### config.mk
export PLATFORM = sky130hd
export DESIGN_NAME = matrix_uop_sequencer
export DESIGN_NICKNAME = d
export VERILOG_FILES = /design/src/rtl/matrix_uop_sequencer.sv
export SDC_FILE = /design/constraint.sdc
export NUM_CORES = 1
export LEC_CHECK = 0
export CAP_MARGIN = 40
export CORE_MARGIN = 2
export CORE_UTILIZATION = 41
export CTS_CLUSTER_DIAMETER = 40
export DETAILED_ROUTE_END_ITERATION = 12
export GPL_TIMING_DRIVEN = 0
export PLACE_DENSITY = 0.91
export RECOVER_POWER = 50
export SETUP_SLACK_MARGIN = 0.4
export SLEW_MARGIN = 0
export SYNTH_ARGS = -nofsm -noshare
export SYNTH_HDL_FRONTEND = slang
export SYNTH_SLANG_ARGS = --single-unit
### constraint.sdc
create_clock -name clk -period 2.5 [get_ports clk]
set_input_delay 0.5 -clock clk [delete_from_list [all_inputs] [get_ports clk]]
set_output_delay 0.5 -clock clk [all_outputs]
set_load 0.05 [all_outputs]
### src/rtl/matrix_uop_sequencer.sv
// Expands decoded matrix instructions (MLOAD A/B, MMUL) into scalar micro-ops; others pass through.
// Optional perf counters are built when MATRIX_UOP_SEQ_PERF_EN is defined.
`default_nettype none

module matrix_uop_sequencer #(
  parameter int NRW  = 5,
  parameter int CNTW = 4,
  parameter int TAGW = 64
) (
  input  logic            clk,
  input  logic            reset,
  input  logic            in_valid,
  output logic            in_ready,
  input  logic [2:0]      in_instr_id,
  input  logic [1:0]      in_m_type,
  input  logic [CNTW-1:0] in_row_size,
  input  logic [NRW-1:0]  in_rd,
  input  logic [NRW-1:0]  in_rs1,
  input  logic [NRW-1:0]  in_rs2,
  input  logic [TAGW-1:0] in_tag,
  output logic            out_valid,
  input  logic            out_ready,
  output logic [NRW-1:0]  out_rd,
  output logic [NRW-1:0]  out_rs1,
  output logic [NRW-1:0]  out_rs2,
  output logic [CNTW-1:0] out_idx,
  output logic            out_last,
  output logic            out_acc,
  output logic [TAGW-1:0] out_tag,
  output logic            busy,
  output logic [31:0]     perf_uops,
  output logic [31:0]     perf_stalls
);

  localparam logic [2:0]      ID_MLOAD = 3'd1;
  localparam logic [2:0]      ID_MMUL  = 3'd3;
  localparam logic [CNTW-1:0] CNT_MAX  = {CNTW{1'b1}};

  typedef enum logic [1:0] {IDLE = 2'd0, SINGLE = 2'd1, EXPAND = 2'd2} state_t;
  typedef enum logic [1:0] {K_PASS = 2'd0, K_LOAD = 2'd1, K_MUL = 2'd2} kind_t;

  state_t          state, state_next;
  kind_t           cap_kind, in_kind;
  logic [NRW-1:0]  cap_rd, cap_rs1, cap_rs2;
  logic [CNTW-1:0] cap_row, cap_last_idx, in_last_idx, idx;
  logic [TAGW-1:0] cap_tag;
  logic            accept, handshake;

  // Decode kind and last micro-op index (N-1) of the incoming instruction.
  always_comb begin
    in_kind     = K_PASS;
    in_last_idx = '0;
    if (in_instr_id == ID_MLOAD && in_m_type < 2'd2) begin
      in_kind     = K_LOAD;
      in_last_idx = (in_row_size == '0) ? '0 : in_row_size - 1'b1;
    end else if (in_instr_id == ID_MMUL) begin
      in_kind     = K_MUL;
      in_last_idx = (in_row_size == CNT_MAX) ? CNT_MAX - 1'b1 : in_row_size;
    end
  end

  assign handshake = out_valid && out_ready;
  assign accept    = in_valid && in_ready;

  always_ff @(posedge clk or negedge reset) begin
    if (!reset) state <= IDLE;
    else        state <= state_next;
  end

  always_comb begin
    state_next = state;
    out_valid  = (state != IDLE);
    busy       = (state == EXPAND);
    out_last   = out_valid && (idx == cap_last_idx);
    in_ready   = !out_valid || (out_last && out_ready);
    if (accept)
      state_next = (in_last_idx == '0) ? SINGLE : EXPAND;
    else if (handshake && out_last)
      state_next = IDLE;
  end

  always_ff @(posedge clk or negedge reset) begin
    if (!reset) begin
      cap_kind     <= K_PASS;
      cap_rd       <= '0;
      cap_rs1      <= '0;
      cap_rs2      <= '0;
      cap_row      <= '0;
      cap_last_idx <= '0;
      cap_tag      <= '0;
      idx          <= '0;
    end else if (accept) begin
      cap_kind     <= in_kind;
      cap_rd       <= in_rd;
      cap_rs1      <= in_rs1;
      cap_rs2      <= in_rs2;
      cap_row      <= in_row_size;
      cap_last_idx <= in_last_idx;
      cap_tag      <= in_tag;
      idx          <= '0;
    end else if (handshake && !out_last) begin
      idx <= idx + 1'b1;
    end
  end

  // Micro-op fields derived from captured instruction and current index.
  always_comb begin
    out_rd  = cap_rd;
    out_rs1 = cap_rs1;
    out_rs2 = cap_rs2;
    out_acc = 1'b0;
    out_idx = idx;
    out_tag = cap_tag;
    case (cap_kind)
      K_LOAD: out_rd = cap_rd + NRW'(idx);
      K_MUL: begin
        out_acc = out_valid && (idx < cap_row);
        if (idx == '0) begin
          out_rd = cap_rs1;
        end else if (idx == CNTW'(1)) begin
          out_rd  = cap_rs2;
          out_rs1 = cap_rs1 + NRW'(1);
          out_rs2 = cap_rs2 + NRW'(1);
        end
      end
      default: ;
    endcase
  end

`ifdef MATRIX_UOP_SEQ_PERF_EN
  always_ff @(posedge clk or negedge reset) begin
    if (!reset) begin
      perf_uops   <= '0;
      perf_stalls <= '0;
    end else begin
      if (handshake)              perf_uops   <= perf_uops + 32'd1;
      if (out_valid && !out_ready) perf_stalls <= perf_stalls + 32'd1;
    end
  end
`else
  assign perf_uops   = '0;
  assign perf_stalls = '0;
`endif

endmodule

`default_nettype wire
==> summary.txt, run 1 <==
Outcome
  – Status: finished with violations
  – Failing checks: setup timing

Logic synthesis
  – EDFF count, synth: 0
  – #FFs+latches synth: 95
  – Dominant synthesized flop cell: dfrtp_1
  – Synth cell count leaders: dfrtp_1 (95), buf_4 (70), mux2_2 (70), ha_1 (14), inv_1 (14)
  – Netlist area before placement: 5040 µm²
  – Yosys warns: 0
  – Share of the synthesized area in the top cell type: 47.1%
  – Mapped Cells: 402
  – Cell with the most instances after synthesis: dfrtp_1
  – Mean Syn Cell Area: 12.5 µm²
  – Cell variety after synth: 53
  – Ranking of synthesized cells by area: dfrtp_1 (47%), mux2_2 (16%), buf_4 (10%), ha_1 (3.5%), mux2_4 (3.0%)
  – Seq/Total Area, Yosys: 47.1%
  – Post-synth ARST share: 100%
  – Synth area leader: dfrtp_1

Route
  – DR vias/cell: 4.88
  – Drt wl/cell: 19.8 µm
  – Total Wirelength: 17.1 mm
  – ANT nets after route: 0
  – Number of remaining DRC errors: 0
  – Vias: 4206
  – Drt first-iter violations: 166
  – Pre-antenna DRT Iters: 5

Place
  – # port buffers: 176
  – Placed inst area: 7530 µm²
  – DP HPWL: 10.1 mm
  – Setup WS pre-CTS: -0.841 ns
  – Placer Congestion: 0.868
  – Cells after DPL: 789

Cells and area
  – Share of cells above drive strength 1: 43.2%
  – Non-filler instance count after layout: 862
  – Synthesis-to-finish area growth: 82.2%
  – Ant. Diodes: 0
  – Fin area: 9190 µm²
  – Fill cell count: 718
  – Nets: 817

GRT
  – Largest net degree at the start of global routing: 50
  – Overflow after GRT: 0
  – First-pass GRT wire length: 23.5 mm
  – Initial antenna violation count: 0
  – GR Util All Layers: 23.3%
  – Vias in the first global route: 4424

Timing
  – Slew margin rel.: 17.5%
  – Setup-failing EPs final: 17
  – Final hold slack: 0.392 ns
  – Final period demand of the worst path: 3.04 ns
  – Worst-Margin Slew: 1.24 ns
  – RSZ-0062 raised after global routing: yes
  – Max frequency: 0.329 GHz
  – Clock Skew: 0.00883 ns
  – Final hold viol count: 0
  – Final worst slack: -0.543 ns
  – Setup TNS: -6.50 ns
  – Period utilization: 122%
  – Max-slew violations: 0

Worst setup path
  – Critical path class: flop to output port
  – Worst setup EP type: output port
  – Worst EP required: 2.00 ns
  – Crit Reg-Reg Startpoint: out_idx[1]
  – CP arrival: 2.54 ns
  – Setup crit end: out_rd[1]
  – Crit path cell chain: inv_4 > ha_4 > or3b_1 > buf_6 > and3_4 > a222oi_1 > o22ai_2 > buf_6
  – CP Launch Point: out_idx[0]
  – Buf+Inv Stages, Crit Path: 3
  – Crit path max-delay cell type: dfrtp_4
  – CP Launch Type: flop
  – Max stage delay on crit path: 0.51 ns
  – Max FO, Critical Path: 4
  – Reg2reg end: out_tag[48]
  – Top delay family on crit path: compound AO/OA/AOI/OAI gates
  – CP Depth: 8
  – FF-to-FF path depth: 11
  – Top cell by count, worst path: buf_6
  – R2R setup slack: 0.08 ns

Die
  – Top-level I/O count: 244
  – Die height: 115 µm
  – Die area: 13200 µm²
  – Initial Util: 42.0%
  – Core Box Area: 12000 µm²
  – Row cnt: 40
  – Die X: 115 µm

Clocking
  – Root buf cell: clkbuf_16
  – CTS clk-pin slew, worst paths: 0.07 ns
  – CTS tree: yes
  – Cts hold-fix bufs: 0
  – CTS max path bufs: 2
  – Cts bufs inserted: 9
  – Clock sinks: 95
  – H-tree levels: 3
  – Worst-Skew Late Latency: 0.35 ns

Job
  – MaxCap Viol Count: 0

Power
  – Leak Pwr: 4.31 nW
  – PwrDens: 1680 nW/µm²
  – Peak supply drop: 0.00110 V

Worst hold path
  – Worst Hold Class: input port to asynchronous set/reset pin
[flip-flops by register name (all words and copies together), names as in the netlist]
signal	flops
out_idx	4
cap_rd	5
cap_kind	2
state	2
cap_rs2	5
out_tag	64
cap_last_idx	4
cap_row	4
cap_rs1	5
[cells by family after synthesis]
logic type | count (synthesis) | share of synthesized area (%)
AOI/OAI and AO/OA | 42 | 6.25
xor gates and xnor gates | 14 | 2.58
adders and majority gates | 15 | 3.87
buffers and inverters | 94 | 12.9
DFF | 95 | 47.1
muxes | 97 | 22.2
other | 1 | 0.0744
and+or+nand+nor | 44 | 4.94
[per-stage QoR]
step | util (%) | power (W)
floorplan | - | 0.00853
global placement | 62.5 | 0.0107
detailed placement | 62.7 | 0.0109
CTS | 72.4 | 0.0141
global route | 76.5 | 0.0160
finish | 76.5 | 0.0154
[placed cells by master, fill, tap and decap left out, drive strengths merged, types with 5 or more instances in the layout]
cell type and n:
buf 153, mux2 90, a21oi 5, dfrtp 95, nand2 11, o21ai 7
ha 14, clkbuf 19, nand4 5, inv 15, clkdlybuf4s50 150, mux2i 7
nor2 10, xnor2 10, conb 64
[worst min path at each step]
stage,from,slack [ns],to,depth (start not counted)
floorplan,reset,0.20,cap_kind[0],0
global placement,out_tag[50],0.47,out_tag[50],1
detailed placement,out_tag[48],0.48,out_tag[48],1
CTS,reset,0.19,cap_rs1[2],1
global route,reset,0.49,cap_rd[2],1
finish,reset,0.39,cap_rd[2],1
[power by group]
group / internal, W / total [W] / switching [W]
clock network: 0.000835 / 0.00145 / 0.000615
logic: 0.00526 / 0.0109 / 0.00564
registers: 0.00233 / 0.00308 / 0.000753
total: 0.00842 / 0.0154 / 0.00701
[worst register-to-register path: stages, from the launching register on]
cell and delay, ns:
dfrtp_4 0.51, buf_6 0.14, buf_6 0.10, buf_6 0.12, xnor2_4 0.20, nand4_4 0.17
o21ai_4 0.26, buf_6 0.15, buf_8 0.12, buf_12 0.11, buf_16 0.12, mux2_4 0.31
[layout make-up]
class / count / area, µm² / share of cell area (%)
Timing Repair Buffer: 234 / 2560 / 27.9
Clock buffer: 12 / 256 / 2.79
Multi-Input combinational cell: 276 / 3000 / 32.6
Tap cell: 147 / 184 / 2.00
Sequential cell: 95 / 2390 / 26.0
Buffer: 80 / 692 / 7.53
Clock inverter: 4 / 52.6 / 0.572
Inverter: 14 / 57.6 / 0.626
[repair_timing]
item	4_1_cts	5_1_grt
resized for setup	205	98
pin swaps	18	24
setup buffers	33	15
setup endpoints to repair	109	109
gates cloned	8	1
[routing by layer]
metal	track usage (%)	share of wire, %	vias up
met5	0	0	-
li1	-	-	1891
met2	41.6	53	205
met1	25.2	36	2078
met3	8.91	8.3	32
met4	8.19	2.3	0
No activity file was read; power rests on OpenSTA's default activity.
==> inputs of run 2 (changes only) <==
- CAP_MARGIN: 40 -> 20
==> results of run 2 <==
No change in the layout: final DEF, timing and power equal those of run 1.
==> inputs of run 3 (changes only) <==
- PLACE_DENSITY: 0.91 -> 0.79
==> summary.txt, run 3 (same netlist as run 1, synthesis figures left out) <==
Worst setup path
  – R2R setup slack: 0.19 ns (+0.11 ns)
  – CP Launch Type: flop
  – CP arrival: 2.51 ns (-0.03 ns)
  – Crit Reg-Reg Startpoint: out_idx[1]
  – Critical path class: flop to output port
  – Worst EP required: 2.00 ns (about the same)
  – Worst setup EP type: output port
  – Max FO, Critical Path: 4 (unchanged)
  – Reg2reg end: out_tag[51]
  – FF-to-FF path depth: 10 (-1)

Route
  – ANT nets after route: 0 (unchanged)
  – Drt first-iter violations: 101 (-39%)
  – DR vias/cell: 4.78 (-2.0%)
  – Number of remaining DRC errors: 0 (unchanged)
  – Pre-antenna DRT Iters: 6 (+1)
  – Total Wirelength: 15.3 mm (-10%)
  – Drt wl/cell: 17.8 µm (-10%)
  – Vias: 4117 (-2.1%)

Clocking
  – Clock sinks: 95 (unchanged)
  – Cts bufs inserted: 9 (unchanged)
  – CTS clk-pin slew, worst paths: 0.07 ns (about the same)
  – Cts hold-fix bufs: 0 (unchanged)
  – Root buf cell: clkbuf_16
  – H-tree levels: 3 (unchanged)
  – CTS tree: yes
  – CTS max path bufs: 2 (unchanged)
  – Worst-Skew Late Latency: 0.34 ns (about the same)

Timing
  – Final period demand of the worst path: 3.01 ns (-0.0319 ns)
  – Setup-failing EPs final: 16 (-1)
  – RSZ-0062 raised after global routing: yes
  – Clock Skew: 0.00496 ns (-0.00387 ns)
  – Period utilization: 120% (-1.3 points)
  – Max-slew violations: 0 (unchanged)
  – Max frequency: 0.332 GHz (+1.1%)
  – Final worst slack: -0.511 ns (+0.0319 ns)
  – Slew margin rel.: 19.1% (+1.6 points)
  – Final hold viol count: 0 (unchanged)
  – Worst-Margin Slew: 1.21 ns (-0.0247 ns)

Power
  – Sw Share: 44.4% (-1.1 points)
  – Seq pwr share: 19.9% (about the same)
  – Psw: 0.00675 W (-3.6%)
  – Leak Pwr: 4.27 nW (-0.80%)
  – PwrDens: 1680 nW/µm² (-0.14%)
  – Total Power: 0.0152 W (-1.3%)
  – Comb pwr share: 69.3% (-1.3 points)
  – Pint: 0.00847 W (+0.65%)
  – Peak supply drop: 0.00116 V (+6.0%)
  – Clk network pwr share: 10.7% (+1.3 points)

GRT
  – Vias in the first global route: 4481 (+1.3%)
  – First-pass GRT wire length: 23.6 mm (+0.14%)
  – Overflow after GRT: 0 (unchanged)
  – Initial antenna violation count: 0 (unchanged)
  – Largest net degree at the start of global routing: 49 (-2.0%)
  – GR Util All Layers: 23.1% (-0.19 points)

Cells and area
  – Synthesis-to-finish area growth: 80.1%
  – Most frequent cells in the layout: clkdlybuf4s50_1 (150), dfrtp_1 (91), buf_4 (86)
  – Ant. Diodes: 0 (unchanged)
  – Share of cells above drive strength 1: 43.1% (-0.080 points)
  – Non-filler instance count after layout: 861 (-0.12%)
  – Leading cell type in the layout, fill and taps excluded: clkdlybuf4s50_1
  – Number of flip-flops under the largest register name: 64 (unchanged)
  – Nets: 816 (-0.12%)

Die
  – Core Box Area: 12000 µm² (unchanged)
  – Die area: 13200 µm² (unchanged)
  – Die X: 115 µm (unchanged)
  – Die height: 115 µm (unchanged)
  – Initial Util: 42.0% (unchanged)
  – Top-level I/O count: 244 (unchanged)
  – Row cnt: 40 (unchanged)

Job
  – MaxCap Viol Count: 0 (unchanged)

Worst hold path
  – Worst Hold Class: input port to asynchronous set/reset pin

Outcome
  – Status: finished with violations
  – Failing checks: setup timing

Place
  – DP HPWL: 10.1 mm (-0.45%)
  – # port buffers: 176 (unchanged)
  – Placer Congestion: 0.843 (-2.8%)
  – Cells after DPL: 789 (unchanged)
==> run 3: cell types whose count changed in the layout (fill, tap and decap cells not counted), moves of 2 or more <==
cell,change
bufinv_16,+2
buf_8,+4
mux2_4,-10
clkdlybuf4s15_2,+2
nand2_8,-2
nand2_2,+3
buf_12,-2
mux2_2,+10
buf_4,+2
buf_6,-3
==> run 3: layer usage <==
metal / track usage, % / part of all wire (%) / vias up / routed length [µm]
met5: 0 / 0 / - / 0
met4: 5.54 / 1.8 / 0 / 275
met3: 10.2 / 9.3 / 21 / 1420
met2: 40.2 / 52 / 178 / 7990
met1: 26.0 / 37 / 2030 / 5640
li1: - / - / 1888 / -
==> run 3: critical path: stages, from the launching register on <==
cell,delay (ns)
dfrtp_4,0.51
inv_4,0.07
ha_4,0.11
or3b_4,0.36
buf_6,0.13
and3_4,0.19
a222oi_1,0.47
o22ai_2,0.14
buf_6,0.19
==> run 3: what timing repair did <==
| action | CTS | global route |
|---|---|---|
| setup endpoints to repair | 109 | 109 |
| gates resized for setup | 253 | 29 |
| setup buffers | 28 | 21 |
| pin swaps | 17 | 12 |
| cloned | 7 | 0 |
==> run 3: power by group through the flow <==
stage	logic (W)	registers (W)	clock network, W
after floorplan	0.00373	0.00480	0
after global placement	0.00777	0.00293	0
after detailed placement	0.00791	0.00299	0
after CTS	0.0100	0.00301	0.00166
after global routing	0.0110	0.00313	0.00173
final	0.0106	0.00303	0.00164
==> run 3: worst max-delay path by stage <==
stage,slack [ns],end,startpoint
finish,-0.51,out_rd[2],out_idx[0]
global route,-0.56,out_rd[2],out_idx[0]
CTS,-0.44,out_rs1[4],out_idx[1]
detailed placement,-0.84,out_rs1[4],out_idx[1]
global placement,-3.19,out_idx[1],reset
floorplan,-0.30,out_rd[4],out_idx[0]
==> run 3: stage by stage <==
step	setup slack [ns]	cell area, µm²	TNS, ns	hold WS, ns	utilization (%)
after CTS	-0.439	8840	-5.36	0.201	73.6
after floorplan	-0.297	5560	-0.929	0.204	-
after global placement	-3.19	7510	-254.89	0.469	62.5
after detailed placement	-0.842	7530	-10.49	0.474	62.7
after global routing	-0.562	9080	-9.09	0.497	75.6
final	-0.511	9080	-6.12	0.394	75.6
==> run 3: cell type report <==
type	instances	area (µm²)
tap	147	184
fill	739	2930
timing repair buffer	233	2530
sequential	95	2390
multi-input combinational	276	2890
clock buffer	11	253
clock inverter	5	104
inverter	14	57.6
buffer	80	677
